<file path="src/rtl/pwm_duty_decoder_pkg.sv">
// Shared definitions for the PWM duty decoder and its neighbours on the dimmer link.
// DUTY_W is the duty-code width agreed with the dimmer side.
package pwm_duty_decoder_pkg;
   localparam int DUTY_W    = 4;
   localparam int DIV_STEPS = 4;

   typedef enum logic [1:0] {
      ST_IDLE = 2'd0,
      ST_MEAS = 2'd1,
      ST_DIV  = 2'd2,
      ST_DONE = 2'd3
   } state_e;
endpackage

</file>
<file path="src/rtl/pwm_sync_edge.sv">
// Two-flop synchronizer with a registered-delay rising-edge detector.
// Also usable for button and encoder inputs.
module pwm_sync_edge (
   input  logic clk,
   input  logic rst,
   input  logic async_in,
   output logic sync_out,
   output logic rise
);
   logic meta_q, sync_q, dly_q;

   always_ff @(posedge clk) begin
      if (rst) begin
         meta_q <= 1'b0;
         sync_q <= 1'b0;
         dly_q  <= 1'b0;
      end else begin
         meta_q <= async_in;
         sync_q <= meta_q;
         dly_q  <= sync_q;
      end
   end

   assign sync_out = sync_q;
   assign rise     = sync_q & ~dly_q;
endmodule

</file>
<file path="src/rtl/pwm_duty_decoder.sv">
// Measures high time and period of an external PWM line between rising edges and
// recovers duty = floor(16*H/P) with a 4-step restoring divider; flags stuck lines.
module pwm_duty_decoder
   import pwm_duty_decoder_pkg::*;
#(
   parameter int CNT_W   = 16,
   parameter int TIMEOUT = 65535
) (
   input  logic              clk,
   input  logic              rst,
   input  logic              en,
   input  logic              pwm_in,
   output logic [DUTY_W-1:0] duty,
   output logic [CNT_W-1:0]  high_cycles,
   output logic [CNT_W-1:0]  period_cycles,
   output logic              valid,
   output logic              stuck_high,
   output logic              stuck_low,
   output logic              overrun
);
   localparam logic [CNT_W-1:0] TO_LIM    = CNT_W'(TIMEOUT);
   localparam logic [1:0]       LAST_STEP = 2'(DIV_STEPS - 1);

   function automatic logic [CNT_W-1:0] sat_inc(input logic [CNT_W-1:0] v, input logic inc);
      if (v >= TO_LIM)  sat_inc = TO_LIM;
      else if (inc)     sat_inc = v + CNT_W'(1);
      else              sat_inc = v;
   endfunction

   logic pwm_s, rise;

   pwm_sync_edge u_sync (
      .clk      (clk),
      .rst      (rst),
      .async_in (pwm_in),
      .sync_out (pwm_s),
      .rise     (rise)
   );

   state_e            state_q, state_d;
   logic [CNT_W-1:0]  per_q, per_d, hi_q, hi_d;
   logic [CNT_W-1:0]  cap_h_q, cap_h_d, cap_p_q, cap_p_d;
   logic [CNT_W-1:0]  rem_q, rem_d;
   logic [DUTY_W-1:0] quo_q, quo_d;
   logic [1:0]        step_q, step_d;
   logic [DUTY_W-1:0] duty_q, duty_d;
   logic [CNT_W-1:0]  high_q, high_d, period_q, period_d;
   logic              valid_q, valid_d, sth_q, sth_d, stl_q, stl_d, ovr_q, ovr_d;

   // rem < P always, so the doubled remainder needs one extra bit for the compare only
   logic [CNT_W:0]    rem2;
   logic [CNT_W-1:0]  rem_sub;
   logic              ge, timeout_hit;

   assign rem2        = {rem_q, 1'b0};
   assign ge          = rem2 >= {1'b0, cap_p_q};
   assign rem_sub     = rem2[CNT_W-1:0] - cap_p_q;
   assign timeout_hit = (per_q >= TO_LIM) && !sth_q && !stl_q;

   always_comb begin
      state_d  = state_q;
      per_d    = per_q;
      hi_d     = hi_q;
      cap_h_d  = cap_h_q;
      cap_p_d  = cap_p_q;
      rem_d    = rem_q;
      quo_d    = quo_q;
      step_d   = step_q;
      duty_d   = duty_q;
      high_d   = high_q;
      period_d = period_q;
      sth_d    = sth_q;
      stl_d    = stl_q;
      valid_d  = 1'b0;
      ovr_d    = 1'b0;

      if (!en) begin
         state_d = ST_IDLE;
         per_d   = '0;
         hi_d    = '0;
      end else begin
         if (rise) begin
            per_d = CNT_W'(1);
            hi_d  = CNT_W'(1);
            sth_d = 1'b0;
            stl_d = 1'b0;
         end else begin
            per_d = sat_inc(per_q, 1'b1);
            hi_d  = sat_inc(hi_q, pwm_s);
         end

         case (state_q)
            ST_IDLE, ST_MEAS: begin
               if (rise) begin
                  if (state_q == ST_IDLE) begin
                     state_d = ST_MEAS;
                  end else begin
                     cap_h_d = hi_q;
                     cap_p_d = per_q;
                     rem_d   = hi_q;
                     quo_d   = '0;
                     step_d  = '0;
                     state_d = ST_DIV;
                  end
               end else if (timeout_hit) begin
                  sth_d    = pwm_s;
                  stl_d    = ~pwm_s;
                  duty_d   = pwm_s ? {DUTY_W{1'b1}} : '0;
                  high_d   = '0;
                  period_d = '0;
                  valid_d  = 1'b1;
                  state_d  = ST_IDLE;
               end
            end
            ST_DIV: begin
               ovr_d  = rise;
               rem_d  = ge ? rem_sub : rem2[CNT_W-1:0];
               quo_d  = {quo_q[DUTY_W-2:0], ge};
               step_d = step_q + 2'd1;
               if (step_q == LAST_STEP) state_d = ST_DONE;
            end
            ST_DONE: begin
               // four quotient bits cannot exceed 15 because H < P
               ovr_d    = rise;
               duty_d   = quo_q;
               high_d   = cap_h_q;
               period_d = cap_p_q;
               valid_d  = 1'b1;
               state_d  = ST_MEAS;
            end
         endcase
      end
   end

   always_ff @(posedge clk) begin
      if (rst) begin
         state_q  <= ST_IDLE;
         per_q    <= '0;
         hi_q     <= '0;
         cap_h_q  <= '0;
         cap_p_q  <= '0;
         rem_q    <= '0;
         quo_q    <= '0;
         step_q   <= '0;
         duty_q   <= '0;
         high_q   <= '0;
         period_q <= '0;
         valid_q  <= 1'b0;
         sth_q    <= 1'b0;
         stl_q    <= 1'b0;
         ovr_q    <= 1'b0;
      end else begin
         state_q  <= state_d;
         per_q    <= per_d;
         hi_q     <= hi_d;
         cap_h_q  <= cap_h_d;
         cap_p_q  <= cap_p_d;
         rem_q    <= rem_d;
         quo_q    <= quo_d;
         step_q   <= step_d;
         duty_q   <= duty_d;
         high_q   <= high_d;
         period_q <= period_d;
         valid_q  <= valid_d;
         sth_q    <= sth_d;
         stl_q    <= stl_d;
         ovr_q    <= ovr_d;
      end
   end

   assign duty          = duty_q;
   assign high_cycles   = high_q;
   assign period_cycles = period_q;
   assign valid         = valid_q;
   assign stuck_high    = sth_q;
   assign stuck_low     = stl_q;
   assign overrun       = ovr_q;
endmodule

</file>
<file path="config.mk">
export PLATFORM = sky130hd
export DESIGN_NAME = pwm_duty_decoder
export DESIGN_NICKNAME = d
export VERILOG_FILES = /design/src/rtl/pwm_duty_decoder_pkg.sv /design/src/rtl/pwm_sync_edge.sv /design/src/rtl/pwm_duty_decoder.sv
export SDC_FILE = /design/constraint.sdc
export NUM_CORES = 1
export LEC_CHECK = 0
export ABC_AREA = 1
export CAP_MARGIN = 20
export CORE_MARGIN = 2
export CORE_UTILIZATION = 64
export CTS_CLUSTER_SIZE = 30
export DETAILED_ROUTE_END_ITERATION = 10
export GPL_TIMING_DRIVEN = 0
export PLACE_DENSITY = 0.85
export SYNTH_ARGS = -nofsm -noshare
export SYNTH_HDL_FRONTEND = slang
export SYNTH_HIERARCHICAL = 1
export SYNTH_SLANG_ARGS = --single-unit
</file>
<file path="constraint.sdc">
create_clock -name clk -period 5.9 [get_ports clk]
set_input_delay 1.475 -clock clk [delete_from_list [all_inputs] [get_ports clk]]
set_output_delay 1.475 -clock clk [all_outputs]
set_load 0.02 [all_outputs]
</file>
* Word-level counts from Yosys, hierarchy flattened
Cells that the tools add are included.
Operators by class: $add $sub $neg 4, $mul 0, div/mod/pow operators 0, $lt $le $gt $ge 3, equal/unequal tests 10, shift operators 0, muxes and demuxes 39, bitwise operators 6, reduce and logical (&&, ||, !) cells 18
Operators by type and width (count):
- 16-bit 2-to-1 mux | 8
- 16-bit one-hot mux with 2 select lines | 3
- 16-bit by 1-bit adder with 16-bit output, second input constant | 2
- 16-bit greater-or-equal comparator, second input constant | 2
- 4-bit 2-to-1 mux | 5
- 17-bit by 16-bit greater-or-equal comparator with 1-bit output | 1
- 4-bit one-hot mux with 2 select lines | 2
- 16-bit subtractor | 1
- 1-bit 2-to-1 mux | 12
- 2-bit 2-to-1 mux | 6
- 4-bit AND reduction | 3
- 2-bit inequality test, second input constant | 5
- 2-bit == test, second input constant | 3
- 2-bit one-hot mux with 3 select lines | 1
- 2-bit nonzero test | 3
- 2-bit OR reduction | 3
- 3-bit OR reduction | 2
- 1-bit inverter | 5
- 2-bit one-hot mux with 2 select lines | 1
- 3-bit inequality test, second input constant | 1
- 3-bit nonzero test | 1
- 2-bit by 1-bit adder with 2-bit output, second input constant | 1
- 2-bit by 1-bit == test with 1-bit output, second input constant | 1
- 1-bit logical AND | 2
- other kinds (5) | 6
Word-level totals: register bits after elaboration 131, bits in latches 0, RAM bits 0, bits in read-only memories 0, input port bits 4, output and inout port bits 40, logic and storage cells 100, memories kept 0

* Longest topological paths before layout
depth in word-level cells 6, mapped depth 15, depth with buffers taken out 15

* Modules after synthesis
The synthesis kept the hierarchy.
By module, submodules not included:
- pwm_duty_decoder | times used 1, cells an instance 1012, area each 6815.3 um^2
- pwm_sync_edge | times used 1, cells an instance 10, area each 86.3 um^2

* Worst setup path after synthesis
Ideal clock, no wire load.
path kind input -> register, start input port rst, end register hi_q[10], setup time 0.058 ns, arrival time 2.531 ns, required time 5.842 ns, path slack 3.311 ns, stages 7, path through clkbuf_1 > nor2_2 > inv_1 > nor2_1 > clkbuf_1 > o21ai_0 > inv_1
Between the ends: word-level cells in the longest chain between the ends 1
Ends and longest elaborated chain:
- start: declaration | RTL line pwm_duty_decoder.sv:10 | input logic rst,
- 3-bit OR reduction (no line)
- end signal: assignment | RTL line pwm_duty_decoder.sv:155 | hi_q <= hi_d;
- end: declaration | RTL line pwm_duty_decoder.sv:41 | logic [CNT_W-1:0] per_q, per_d, hi_q, hi_d;
No other way between the ends. A chain may end at the register's enable or synchronous reset.

* Worst setup path in the final report
start input port rst, end register hi_q[15]
Same word-level chain as after synthesis.

==> results_dict.tcl <==
set metrics [dict create \
    critPathRequiredTime_ns 6.37 \
    setup_tns_ns 0 \
    rows 37 \
    run_status "finished, final reports clean" \
    clock.fmax_ghz 0.3218 \
    period_needed_ns 3.108 \
    clk_pin_slew_ns 0.07 \
    wire_per_inst_um 14.94 \
    grt_pass1_wl_mm 30.30 \
    cts_hold_buf 0 \
    dp_hpwl_mm 13.68 \
    post-route-cell-area_um2 8054 \
    cp_max_fo 10 \
    crit_path_end_kind "flip-flop" \
    initial_core_util 0.6626 \
    r2r-end "rem_q[0]$_SDFFE_PP0P_" \
    cts_resized 0 \
    routed_wl_mm 18.42 \
    p_clk_frac 0.474 \
    dieArea_um2 11630 \
    switching_power_w 0.0005977 \
    drv_slew 0 \
    syn2layout_area_growth_pct 16.70 \
    ys_ff_latch 131 \
    vias_per_cell 5.618 \
    hp-class "flip-flop to flip-flop" \
    place.gp.congestion 0.9661 \
    dpl_cell_area_um2 7502 \
    firstDrtPassIters 6 \
    root_buffer "clkbuf_8" \
    dp_cells 1201 \
    cts_tree "yes" \
    ys_types 39 \
    p_leak_nw 3.460 \
    power_frac_seq 0.430 \
    cts_buffers 17 \
    synth_area_leaders "dfxtp_1 (38%), nand2_1 (13%), a21oi_1 (8.9%)" \
    slew_headroom 0.5942 \
    hold_violations 0 \
    synth_top_area_frac 0.3800 \
    insertion_delay_ns 0.53 \
    synthArstFlopShare 0 \
    synthFlopType "dfxtp_1" \
    pwr_density_cell_nw_per_um2 259.1 \
    fin_crit_sh 0.5268 \
    switching_share 0.2864 \
    gr-total-overflow 0 \
    core_area_um2 10420 \
    cts_setup_buffers 0 \
    antenna_cells 0 \
    crit_type "primary input to flip-flop" \
    path_delay_family "buffers and inverters" \
    htreeDepth 4 \
    layoutNonFillerInstCount 1233 \
    drtIter0Drc 714 \
    clockBufferDepth 2 \
    pwr-share-comb 0.096 \
    setup_violations 0 \
    critical-path-max-stage-delay_ns 0.46 \
    grt_max_degree 17 \
    synthCells 1022 \
    syn_area_per_cell_um2 6.753 \
    syn-num-nets 1050 \
    post-route-drc-count 0 \
    first_global_vias 6244 \
    dieWidth_um 107.8 \
    rsz0062_at_grt "no" \
    reg2reg_depth 10 \
    vias 6927 \
    syn_area_um2 6902 \
    timing.reg2reg.setup_slack_ns 3.51 \
    port_buffers 43 \
    final_nets 1112 \
    synth_top_area_cell "dfxtp_1" \
    drive_gt1_frac 0.06108 \
    cp.buffers_inverters 5 \
    power_w 0.002087 \
    hp-start "u_sync/meta_q$_SDFF_PP0_" \
    io_pins 44 \
    internal_power_w 0.001489 \
    yosysMostFrequentCell "nand2_1" \
    grt_util_all_layers 0.3307 \
    r2r-start "state_q[1]$_SDFFE_PP0P_" \
    yosys-top-cells-count "nand2_1 (230), dfxtp_1 (131), a21oi_1 (123)" \
    cts_sinks 131 \
    ys_seq_area_frac 0.3800 \
    arrival_ns 3.58 \
    ant_nets 0 \
    ys_warn_count 6 \
    fin_skew_ns 0.01092 \
    antenna_found_initial 0 \
    cap_violations 0 \
    cpMaxStageDelayCell "clkdlybuf4s50_1" \
    ir_drop_v 0.0001465 \
    path_cells "clkdlybuf4s50_1, clkbuf_1, nor2_2, inv_1, nor2_1, clkbuf_1, o21ai_0, inv_1" \
    worstHoldEndpoint "u_sync/sync_out$_SDFF_PP0_" \
    worst_slew_pin_slew_ns 0.6087 \
    synth_edf_count 0 \
    worstHoldPathCells 2 \
    startpoint_type "primary input" \
    die_h_um 107.8 \
    fill_cells 856 \
]
layer usage:
layer  vias to the layer above  global-route usage  part of all wire
li1                       3438                   -                 -
met1                      3147              0.4357              0.44
met2                       294              0.5404              0.46
met3                        48             0.07143             0.077
met4                         0              0.1062             0.023
met5                         -                   0                 0
stage by stage:
stage | util | hold WS (ns) | worst slack (ns)
floorplan | - | 0.3883 | 3.311
global placement | 0.7202 | 0.3955 | 2.333
detailed placement | 0.7202 | 0.3994 | 2.328
CTS | 0.7732 | 0.4113 | 2.797
global route | 0.7732 | 0.4304 | 2.558
finish | 0.7732 | 0.4071 | 2.792
power by group through the flow:
stage / Combinational, W / Clock [W] / Sequential (W)
5_1_grt: 0.000223 / 0.00103 / 0.000897
3_5_place_dp: 0.000193 / 0 / 0.000916
6_report: 0.000201 / 0.000989 / 0.000897
3_3_place_gp: 0.000191 / 0 / 0.000916
2_1_floorplan: 0.000144 / 0 / 0.000915
4_1_cts: 0.000196 / 0.000986 / 0.000897
registers in the layout (all words and copies together) (netlist names), 2 cells and up:
register       cells
quo_q              4
duty               4
period_cycles     16
step_q             2
rem_q             16
cap_h_q           16
cap_p_q           16
per_q             16
state_q            2
hi_q              16
high_cycles       16
worst max-delay path by stage:
| stage | startpoint | cells past startpoint | slack (ns) | end |
|---|---|---|---|---|
| after global routing | rst | 8 | 2.56 | hi_q[12]$_SDFFE_PP0P_ |
| final | rst | 8 | 2.79 | hi_q[15]$_SDFFE_PP0P_ |
| after CTS | rst | 8 | 2.80 | hi_q[15]$_SDFFE_PP0P_ |
| after detailed placement | rst | 8 | 2.33 | hi_q[12]$_SDFFE_PP0P_ |
| after floorplan | rst | 7 | 3.31 | hi_q[10]$_SDFFE_PP0P_ |
| after global placement | rst | 8 | 2.33 | hi_q[10]$_SDFFE_PP0P_ |
worst register-to-register path: stages, from the launching register on:
cell	delay (ns)
dfxtp_1	0.44
inv_1	0.14
ha_1	0.22
nor2_1	0.15
nor2_1	0.10
nor2_4	0.22
clkinv_1	0.27
nor2_2	0.42
nand2_1	0.15
nor2_1	0.11
o21a_1	0.12
logic make-up (layout without fill, tap and decap cells):
group                    count (synthesis)  after routing  synth area share
buffers and inverters                  166            241           0.09681
AO/OA/AOI/OAI                          196            196            0.1470
XOR/XNOR                                24             24           0.03046
AND/OR/NAND/NOR                        481            481            0.3011
adder cells (fa/ha/maj)                 24             24           0.04460
flip-flops                             131            131            0.3800
layout make-up:
cell class	count	area, µm²	share of cell area
multi-input cells	725	3611	0.4483
clock inverters	15	137.6	0.01709
clock buffers	17	414.1	0.05142
plain buffers	45	214.0	0.02657
flip-flops and latches	131	2623	0.3256
repair buffers	43	430.4	0.05344
inverters	121	454.2	0.05639
well taps	136	170.2	0.02113
layout by cell type (no fill, tap or decap), drive strengths merged:
cell	count
o22ai	1
a31oi	2
and3	1
clkinv	7
buf	20
dfxtp	131
o31ai	2
clkinvlp	2
clkbuf	42
a311oi	1
or2	5
nor4	3
o21a	1
nor3	8
xnor2	8
ha	23
o21ai	60
nand3b	13
o21bai	2
a21oi	123
nor2	121
a221oi	1
clkdlybuf4s50	43
nand3	86
inv	127
xor2	16
o211a	1
fa	1
a22oi	2
nand4	10
nand2	234
Note: power is estimated with default switching activity, not from simulation.
